<file path="src/rtl/fetch_pkg.sv">
// Shared constants and types for the instruction fetch stage.
// Widths here describe the default 32-bit configuration of fetch_unit.
package fetch_pkg;

    localparam logic [31:0] NOP_INSTR = 32'h0000_0000;
    localparam logic [31:0] PC_STEP   = 32'd4;

    typedef logic [0:0] fetchState_t;
    localparam fetchState_t IDLE = 1'b0;
    localparam fetchState_t RUN  = 1'b1;

    typedef struct packed {
        logic [31:0] pc;
        logic [31:0] instr;
    } fetchEntry_t;

endpackage

</file>
<file path="src/rtl/fetch_fifo.sv">
// Small synchronous FIFO with clear; head word is visible combinationally.
// Used both as the prefetch buffer and as the in-flight request PC queue.
module fetch_fifo #(
    parameter int WIDTH = 64,
    parameter int DEPTH = 2
) (
    input  logic                     clk,
    input  logic                     rst_n,
    input  logic                     clear,
    input  logic                     push,
    input  logic [WIDTH-1:0]         pushData,
    input  logic                     pop,
    output logic [WIDTH-1:0]         headData,
    output logic [$clog2(DEPTH):0]   count,
    output logic                     full,
    output logic                     empty
);

    localparam int PTR_W = $clog2(DEPTH);
    localparam int CNT_W = PTR_W + 1;

    logic [WIDTH-1:0] mem [DEPTH];
    logic [PTR_W-1:0] wrPtr;
    logic [PTR_W-1:0] rdPtr;
    logic             doPush;
    logic             doPop;

    assign empty    = (count == '0);
    assign full     = (count == CNT_W'(DEPTH));
    assign doPop    = pop && !empty;
    assign doPush   = push && (!full || doPop);
    assign headData = mem[rdPtr];

    // DEPTH is a power of two, so the pointers wrap naturally.
    always_ff @(posedge clk) begin
        if (!rst_n || clear) begin
            wrPtr <= '0;
            rdPtr <= '0;
            count <= '0;
        end else begin
            if (doPush) wrPtr <= wrPtr + PTR_W'(1);
            if (doPop)  rdPtr <= rdPtr + PTR_W'(1);
            count <= count + CNT_W'(doPush) - CNT_W'(doPop);
        end
    end

    always_ff @(posedge clk) begin
        if (doPush) mem[wrPtr] <= pushData;
    end

    assert property (@(posedge clk) disable iff (!rst_n)
        !(push && full && !pop && !clear));

endmodule

</file>
<file path="src/rtl/fetch_unit.sv">
// Fetch stage: owns the PC, issues in-order imem requests under a credit limit,
// buffers returned words and hands one registered instruction per cycle to decode.
module fetch_unit
    import fetch_pkg::*;
#(
    parameter int                 ADDR_W     = 32,
    parameter int                 INSTR_W    = 32,
    parameter int                 FIFO_DEPTH = 2,
    parameter logic [ADDR_W-1:0]  RESET_PC   = '0
) (
    input  logic                clk,
    input  logic                rst_n,
    output logic                imem_req,
    output logic [ADDR_W-1:0]   imem_addr,
    input  logic                imem_ready,
    input  logic                imem_rvalid,
    input  logic [INSTR_W-1:0]  imem_rdata,
    input  logic                stall,
    input  logic                redirect_valid,
    input  logic [ADDR_W-1:0]   redirect_pc,
    output logic [INSTR_W-1:0]  instruction,
    output logic                instr_valid,
    output logic [ADDR_W-1:0]   instr_pc
);

    localparam int CNT_W   = $clog2(FIFO_DEPTH) + 1;
    localparam int ENTRY_W = ADDR_W + INSTR_W;

    fetchState_t               state;
    logic [ADDR_W-1:0]         pc;
    logic [CNT_W-1:0]          outstanding;
    logic [CNT_W-1:0]          outstandingNext;
    logic [CNT_W-1:0]          dropCnt;
    logic                      handshake;
    logic                      dropRsp;
    logic                      rspPush;
    logic                      popOut;

    logic [ENTRY_W-1:0]        pfHead;
    logic [CNT_W-1:0]          pfCount;
    logic                      pfFull;
    logic                      pfEmpty;

    logic [ADDR_W-1:0]         rspPc;
    logic [CNT_W-1:0]          pcqCount;
    logic                      pcqFull;
    logic                      pcqEmpty;

    // Every issued request reserves a buffer slot until its word leaves the FIFO.
    assign imem_req        = (state == RUN) && ((outstanding + pfCount) < CNT_W'(FIFO_DEPTH));
    assign imem_addr       = pc;
    assign handshake       = imem_req && imem_ready;
    assign dropRsp         = imem_rvalid && (dropCnt != '0);
    assign rspPush         = imem_rvalid && (dropCnt == '0) && !redirect_valid;
    assign popOut          = !redirect_valid && !stall && !pfEmpty;
    assign outstandingNext = outstanding + CNT_W'(handshake) - CNT_W'(imem_rvalid);

    fetch_fifo #(.WIDTH(ADDR_W), .DEPTH(FIFO_DEPTH)) pcQueue (
        .clk      (clk),
        .rst_n    (rst_n),
        .clear    (redirect_valid),
        .push     (handshake && !redirect_valid),
        .pushData (pc),
        .pop      (rspPush),
        .headData (rspPc),
        .count    (pcqCount),
        .full     (pcqFull),
        .empty    (pcqEmpty)
    );

    fetch_fifo #(.WIDTH(ENTRY_W), .DEPTH(FIFO_DEPTH)) prefetchFifo (
        .clk      (clk),
        .rst_n    (rst_n),
        .clear    (redirect_valid),
        .push     (rspPush),
        .pushData ({rspPc, imem_rdata}),
        .pop      (popOut),
        .headData (pfHead),
        .count    (pfCount),
        .full     (pfFull),
        .empty    (pfEmpty)
    );

    // A redirect retires every request already sent: their responses are counted off in dropCnt.
    always_ff @(posedge clk) begin
        if (!rst_n) begin
            state       <= IDLE;
            pc          <= RESET_PC;
            outstanding <= '0;
            dropCnt     <= '0;
            instruction <= INSTR_W'(NOP_INSTR);
            instr_valid <= 1'b0;
            instr_pc    <= '0;
        end else begin
            if (state == IDLE) state <= RUN;
            outstanding <= outstandingNext;
            if (redirect_valid) begin
                pc          <= redirect_pc;
                dropCnt     <= outstandingNext;
                instruction <= INSTR_W'(NOP_INSTR);
                instr_valid <= 1'b0;
            end else begin
                if (handshake) pc <= pc + ADDR_W'(PC_STEP);
                if (dropRsp) dropCnt <= dropCnt - CNT_W'(1);
                if (!stall) begin
                    if (!pfEmpty) begin
                        {instr_pc, instruction} <= pfHead;
                        instr_valid             <= 1'b1;
                    end else begin
                        instruction <= INSTR_W'(NOP_INSTR);
                        instr_valid <= 1'b0;
                    end
                end
            end
        end
    end

    assert property (@(posedge clk) disable iff (!rst_n) (rspPush && !popOut) |-> !pfFull);
    assert property (@(posedge clk) disable iff (!rst_n) (handshake && !redirect_valid) |-> !pcqFull);
    assert property (@(posedge clk) disable iff (!rst_n) rspPush |-> !pcqEmpty);
    assert property (@(posedge clk) disable iff (!rst_n) (pcqCount + dropCnt) == outstanding);

endmodule

</file>
<file path="config.mk">
export PLATFORM = sky130hd
export DESIGN_NAME = fetch_unit
export DESIGN_NICKNAME = d
export VERILOG_FILES = /design/src/rtl/fetch_pkg.sv /design/src/rtl/fetch_fifo.sv /design/src/rtl/fetch_unit.sv
export SDC_FILE = /design/constraint.sdc
export NUM_CORES = 1
export LEC_CHECK = 0
export BUFFER_PORTS_ARGS = -buffer_cell sky130_fd_sc_hd__buf_2
export CAP_MARGIN = 10
export CELL_PAD_IN_SITES_DETAIL_PLACEMENT = 0
export CELL_PAD_IN_SITES_GLOBAL_PLACEMENT = 1
export CORE_MARGIN = 1.5
export CORE_UTILIZATION = 25
export CTS_BUF_LIST = sky130_fd_sc_hd__clkbuf_8
export CTS_CLUSTER_DIAMETER = 100
export DETAILED_ROUTE_END_ITERATION = 12
export PLACE_DENSITY_LB_ADDON = 0.1
export SYNTH_ARGS = -nofsm -noshare
export SYNTH_HDL_FRONTEND = slang
export SYNTH_SLANG_ARGS = --single-unit
</file>
<file path="constraint.sdc">
create_clock -name clk -period 17.6 [get_ports clk]
set_clock_uncertainty 0.1 [all_clocks]
set_input_delay 3.52 -clock clk [delete_from_list [all_inputs] [get_ports clk]]
set_output_delay 3.52 -clock clk [all_outputs]
set_load 0.02 [all_outputs]
</file>
* Word level (Yosys, flattened, before mapping)
Memories as Yosys holds them, arrays and structs flattened. A register that Yosys moved wholly into a read port is not among the register bits.
Cells that the tools add are included.
** Storage, ports and cells
- Word-level logic and storage cells :: 80
- Memories kept :: 2
- Output and inout port bits :: 98
- Input port bits :: 70
- Register bits after elaboration :: 110
- RAM bits :: 192
** Operators by class
- Add/subtract/negate cells :: 13
- Order comparisons :: 1
- Bitwise operators :: 4
- Eq/ne operators :: 2
- Reduce and logical (&&, ||, !) cells :: 30
- Muxes and demuxes :: 15
** Memory list
- prefetchFifo.mem :: depth 2, bits a word 64, read ports 1, clocked after Yosys merged registers in 1, write ports 1, line fetch_fifo.sv:22 : logic [WIDTH-1:0] mem [DEPTH];
- pcQueue.mem :: depth 2, bits a word 32, read ports 1, clocked after Yosys merged registers in 1, write ports 1, line fetch_fifo.sv:22
** Operators with widths (number)
- 32-bit 2-to-1 mux :: 3
- 32-bit by 3-bit adder with 32-bit output (second input constant) :: 1
- 1-bit logical AND :: 12
- 1-bit 2-to-1 mux :: 10
- 1-bit zero test :: 7
- 2-bit by 1-bit adder with 2-bit output :: 3
- 2-bit zero test :: 3
- 2-bit nonzero test :: 3
- 2-bit by 1-bit subtractor with 2-bit output :: 3
- 1-bit adder (second input constant) :: 4
- 2-bit == test (second input constant) :: 2
- 2-bit 2-to-1 mux :: 2
- 1-bit NOT :: 4
- 1-bit logical OR :: 3
- 3-bit AND reduction :: 1
- 2-bit adder :: 1
- 2-bit less-than comparator (second input constant) :: 1
- 2-bit OR reduction :: 1
- 2-bit by 1-bit subtractor with 2-bit output (second input constant) :: 1

* Longest topological paths before layout
- Word-level depth :: 8
- Gate-level depth with buffers :: 12

* Hierarchy
A second synthesis with hierarchy kept.
** Unflattened totals
- Cells, all modules :: 873
- Area, all modules :: 11817.6 µm²
** By module, submodules not included
- fetch_fifo (prefetchFifo) :: seq. area each 3943.8 µm², instances 1, cells each 232, area each 4862.2 µm²
- fetch_unit :: seq. area each 2042.0 µm², instances 1, cells each 508, area each 4391.7 µm²
- fetch_fifo (pcQueue) :: seq. area each 2021.9 µm², instances 1, cells each 133, area each 2563.7 µm²

* Worst setup path before layout
No wires, ideal clock.
- Path type :: input-to-reg
- Start :: input redirect_valid
- End :: memory prefetchFifo.mem[0][0] (enable)
- Library setup time :: 644 ps
- Path slack :: 6732 ps
- Stages :: 3
- Data arrival time :: 10123 ps
- Required time :: 16856 ps
- Path through :: clkbuf_1 buf_1 nor4_1
** Between the ends
- Word-level cells in the longest chain between the ends :: 8
- Elaborated cells between the ends (all ways) :: 9
- Classes of those cells :: mux (2); reduce/logical (7)
** RTL lines
- start, declared :: line fetch_unit.sv:19 : input logic redirect_valid,
- 1-bit zero test (*) :: line fetch_unit.sv:54, fetch_unit.sv:55
- 1-bit logical AND (2 in series) :: line fetch_unit.sv:55 : assign popOut = !redirect_valid && !stall && !pfEmpty;
- 1-bit logical AND :: line fetch_fifo.sv:30 : assign doPop = pop && !empty;
- 1-bit logical OR :: line fetch_fifo.sv:31 : assign doPush = push && (!full || doPop);
- 1-bit logical AND (*) :: line fetch_fifo.sv:31
- 1-bit 2-to-1 mux (*) :: line fetch_fifo.sv:48 : if (doPush) mem[wrPtr] <= pushData;
- 1-bit 2-to-1 mux (not written as such) (*) :: line fetch_fifo.sv:48
- end, declared :: line fetch_fifo.sv:22
Every way passes the cells marked *; elsewhere a longest branch is shown, timed or not.

* Worst setup path after layout
- Start :: register prefetchFifo.count[1]
- End :: output imem_req
** Between the ends
- Word-level cells in the longest chain between the ends :: 3
** RTL lines
- start, declared :: line fetch_fifo.sv:14 : output logic [$clog2(DEPTH):0] count,
- start signal, assigned :: line fetch_fifo.sv:43 : count <= count + CNT_W'(doPush) - CNT_W'(doPop);
- 2-bit adder :: line fetch_unit.sv:50 : assign imem_req = (state == RUN) && ((outstanding + pfCount) < CNT_W'(FIFO_DEPTH));
- 2-bit less-than comparator :: line fetch_unit.sv:50
- 1-bit logical AND :: line fetch_unit.sv:50
- end, declared :: line fetch_unit.sv:13 : output logic imem_req,
No other way between the ends.

==> out/metrics.yaml <==
start_util_pct: 25.4
slew_headroom_pct: 28.6
ios: 168
synth-edff-count: 192
syn_area_sq_um: 11500
area_delta_synth_final_pct: 21.7
synthCells: 820
num_rows: 78
drt-initial-drc-count: 384
grt_pass1_wl_mm: 46.0
cts_sinks: 304
synth-seq-cells: 304
grt_antenna_before_repair: 1
final_util_pct: 30.9
htree_levels: 2
setup-violations-final: 0
grt_pass1_vias: 7307
core_sq_um: 45500
cts_resized: 0
fill_cells: 4710
die_h_um: 218
synth_flop_cell: "edfxtp_1"
total_power_mw: 1.53
cp.required_ps: 13980
drive_above_1_share_pct: 30.0
setup_slack_ps: 11800
post-place-ws_ps: 11520
period_needed_ps: 5800
critPathLaunchType: "flop"
timing.critical_path.mode_cell: "xnor2_1"
layout.cells.non_filler: 1651
cts_tree: "yes"
rsz0062_at_grt: "no"
dieWidth_um: 218
yosysSeqAreaShare_pct: 69.3
crit_family: "XOR/XNOR gates"
slowest_delay_ps: 590
maxSlewViolCount: 0
vdd_drop_max_v: 0.0000505
antennaDiodeCount: 0
syn_nets: 896
ant_nets: 0
path_buf_inv: 1
gp_congestion: 0.688
crit_path_cell_trace: "xnor2_1, xnor2_1, and2_1, buf_2"
cpMaxStageDelayCell: "xnor2_1"
drt_pass1_iterations: 4
finalCritPeriodShare_pct: 33.0
critPathMaxFanout: 8
dieArea_sq_um: 47500
p_per_area_nw_per_um2: 109
layout.nets: 1079
hpwlAfterDp_mm: 18.9
status: "finished, final reports clean"
remaining_drc_errors: 0
worstPathArrival_ps: 2180
grt_max_degree: 70
wl_mm: 30.7
fin_tns_setup_ps: 0
max_freq_ghz: 0.172
avgSynthCellArea_sq_um: 14.1
clock_latency_ps: 630
grt_use_total_pct: 12.9
cts_buffers: 57
numPortBuffers: 167
synth_async_sr_flop_share_pct: 0
cts_setup_buffers: 0
worst_pin_slew_ps: 1070
leakage_nw: 5.42
layout_common_cells: "edfxtp_1, buf_2, dfxtp_1, mux2_2, clkbuf_8"
vias: 7200
hold_buffers: 0
cap_violations: 0
clkTransAtPathRegs_ps: 60
grt_overflow: 0
cts_buffer_depth: 3
post-place-cells: 1544
path_class: "reg2out"
synth.distinct_cells: 44
avgRoutedWirePerCell_um: 18.6
hold_viol_final: 0
endpoint_kind: "output port"
layout_commonest_cell: "edfxtp_1"
viasPerCell: 4.36
yosysWarnings: 0
cts_root_buffer: "clkbuf_8"
min_path_type: "reg2reg"
==> metrics by stage <==
step                      cell area, sq um  hold WS (ps)
after floorplan                      11500           356
after global placement               13000           369
after detailed placement             13000           369
after CTS                            14100           388
after global routing                 14100           402
final                                14100           390
==> area by class of cell <==
type	instances	area (sq um)	area share, %
clock buffer	61	840	5.97
clock inverter	46	184	1.31
inverter	16	60.1	0.427
multi-input combinational	448	3310	23.5
sequential	304	8010	57.0
tap	600	751	5.34
timing repair buffer	176	903	6.43
==> registers in the layout (all words and copies together), names as in the netlist, 2 cells and up, named ones only <==
register            cells
pcQueue.mem            64
instruction            32
prefetchFifo.mem      128
dropCnt                 2
instr_pc               32
prefetchFifo.count      2
outstanding             2
imem_addr              32
pcQueue.count           2
==> cells in the mapped netlist (all sizes together) (2+ instances only) <==
cell	n	share of area, %
a21oi	18	0.78
a22oi	32	2.1
nor3	3	0.13
ha	6	0.65
and2	6	0.33
edfxtp	192	50
xor2	6	0.46
and4	3	0.23
a31oi	12	0.65
or3	6	0.33
mux2	64	6.2
nand3	11	0.48
nand2b	5	0.27
o21ai	31	1.3
clkbuf	42	1.4
or4	7	0.46
o31ai	6	0.39
nor2	48	1.6
o311a	3	0.26
nand4	11	0.60
dfxtp	112	19
nor4	11	0.60
buf	10	0.42
xnor2	21	1.6
and3	7	0.38
mux2i	35	3.0
inv	15	0.49
nor4b	2	0.15
a211oi	3	0.20
o211a	33	2.9
nand2	45	1.5
nor2b	4	0.22
==> worst reg2reg max path: stages (launching register included) <==
cell,delay (ps)
dfxtp_1,420
xnor2_1,160
xnor2_1,590
and3_1,510
inv_1,90
ha_1,280
inv_1,30
ha_1,170
xnor2_1,130
xnor2_1,120
and2_1,160
a22o_1,230
==> power by group <==
group          internal, mW  total (mW)  switching [mW]
registers             0.789       0.808          0.0188
logic                0.0388       0.109          0.0700
clock network         0.317       0.611           0.295
total                  1.14        1.53           0.383
==> path summary, 6_finish.rpt <==
kind	slack, ps	startpoint	depth (start not counted)	end
max	11800	prefetchFifo.count[1]	4	imem_req
min	390	imem_addr[0]	0	pcQueue.mem[0][0]
max reg2reg	14510	prefetchFifo.count[1]	11	dropCnt[1]
min reg2reg	390	imem_addr[0]	0	pcQueue.mem[0][0]
==> metal layers <==
metal  wire length (um)  GRT usage [%]  up-vias
met3               1710           3.70       52
met2              13900           20.0      161
met1              14500           17.3     3508
met5                 13              0        -
li1                   -              -     3477
met4                640           4.18        2
==> logic make-up after synthesis <==
kind of cell               Yosys count  synth area share (%)
adders and majority gates            6                 0.650
muxes                               99                  9.27
xor gates and xnor gates            27                  2.05
and+or+nand+nor                    171                  7.29
DFF                                304                  69.3
buffers and inverters               68                  2.31
AOI/OAI and AO/OA                  145                  9.09
(Power assumes the default switching activity.)
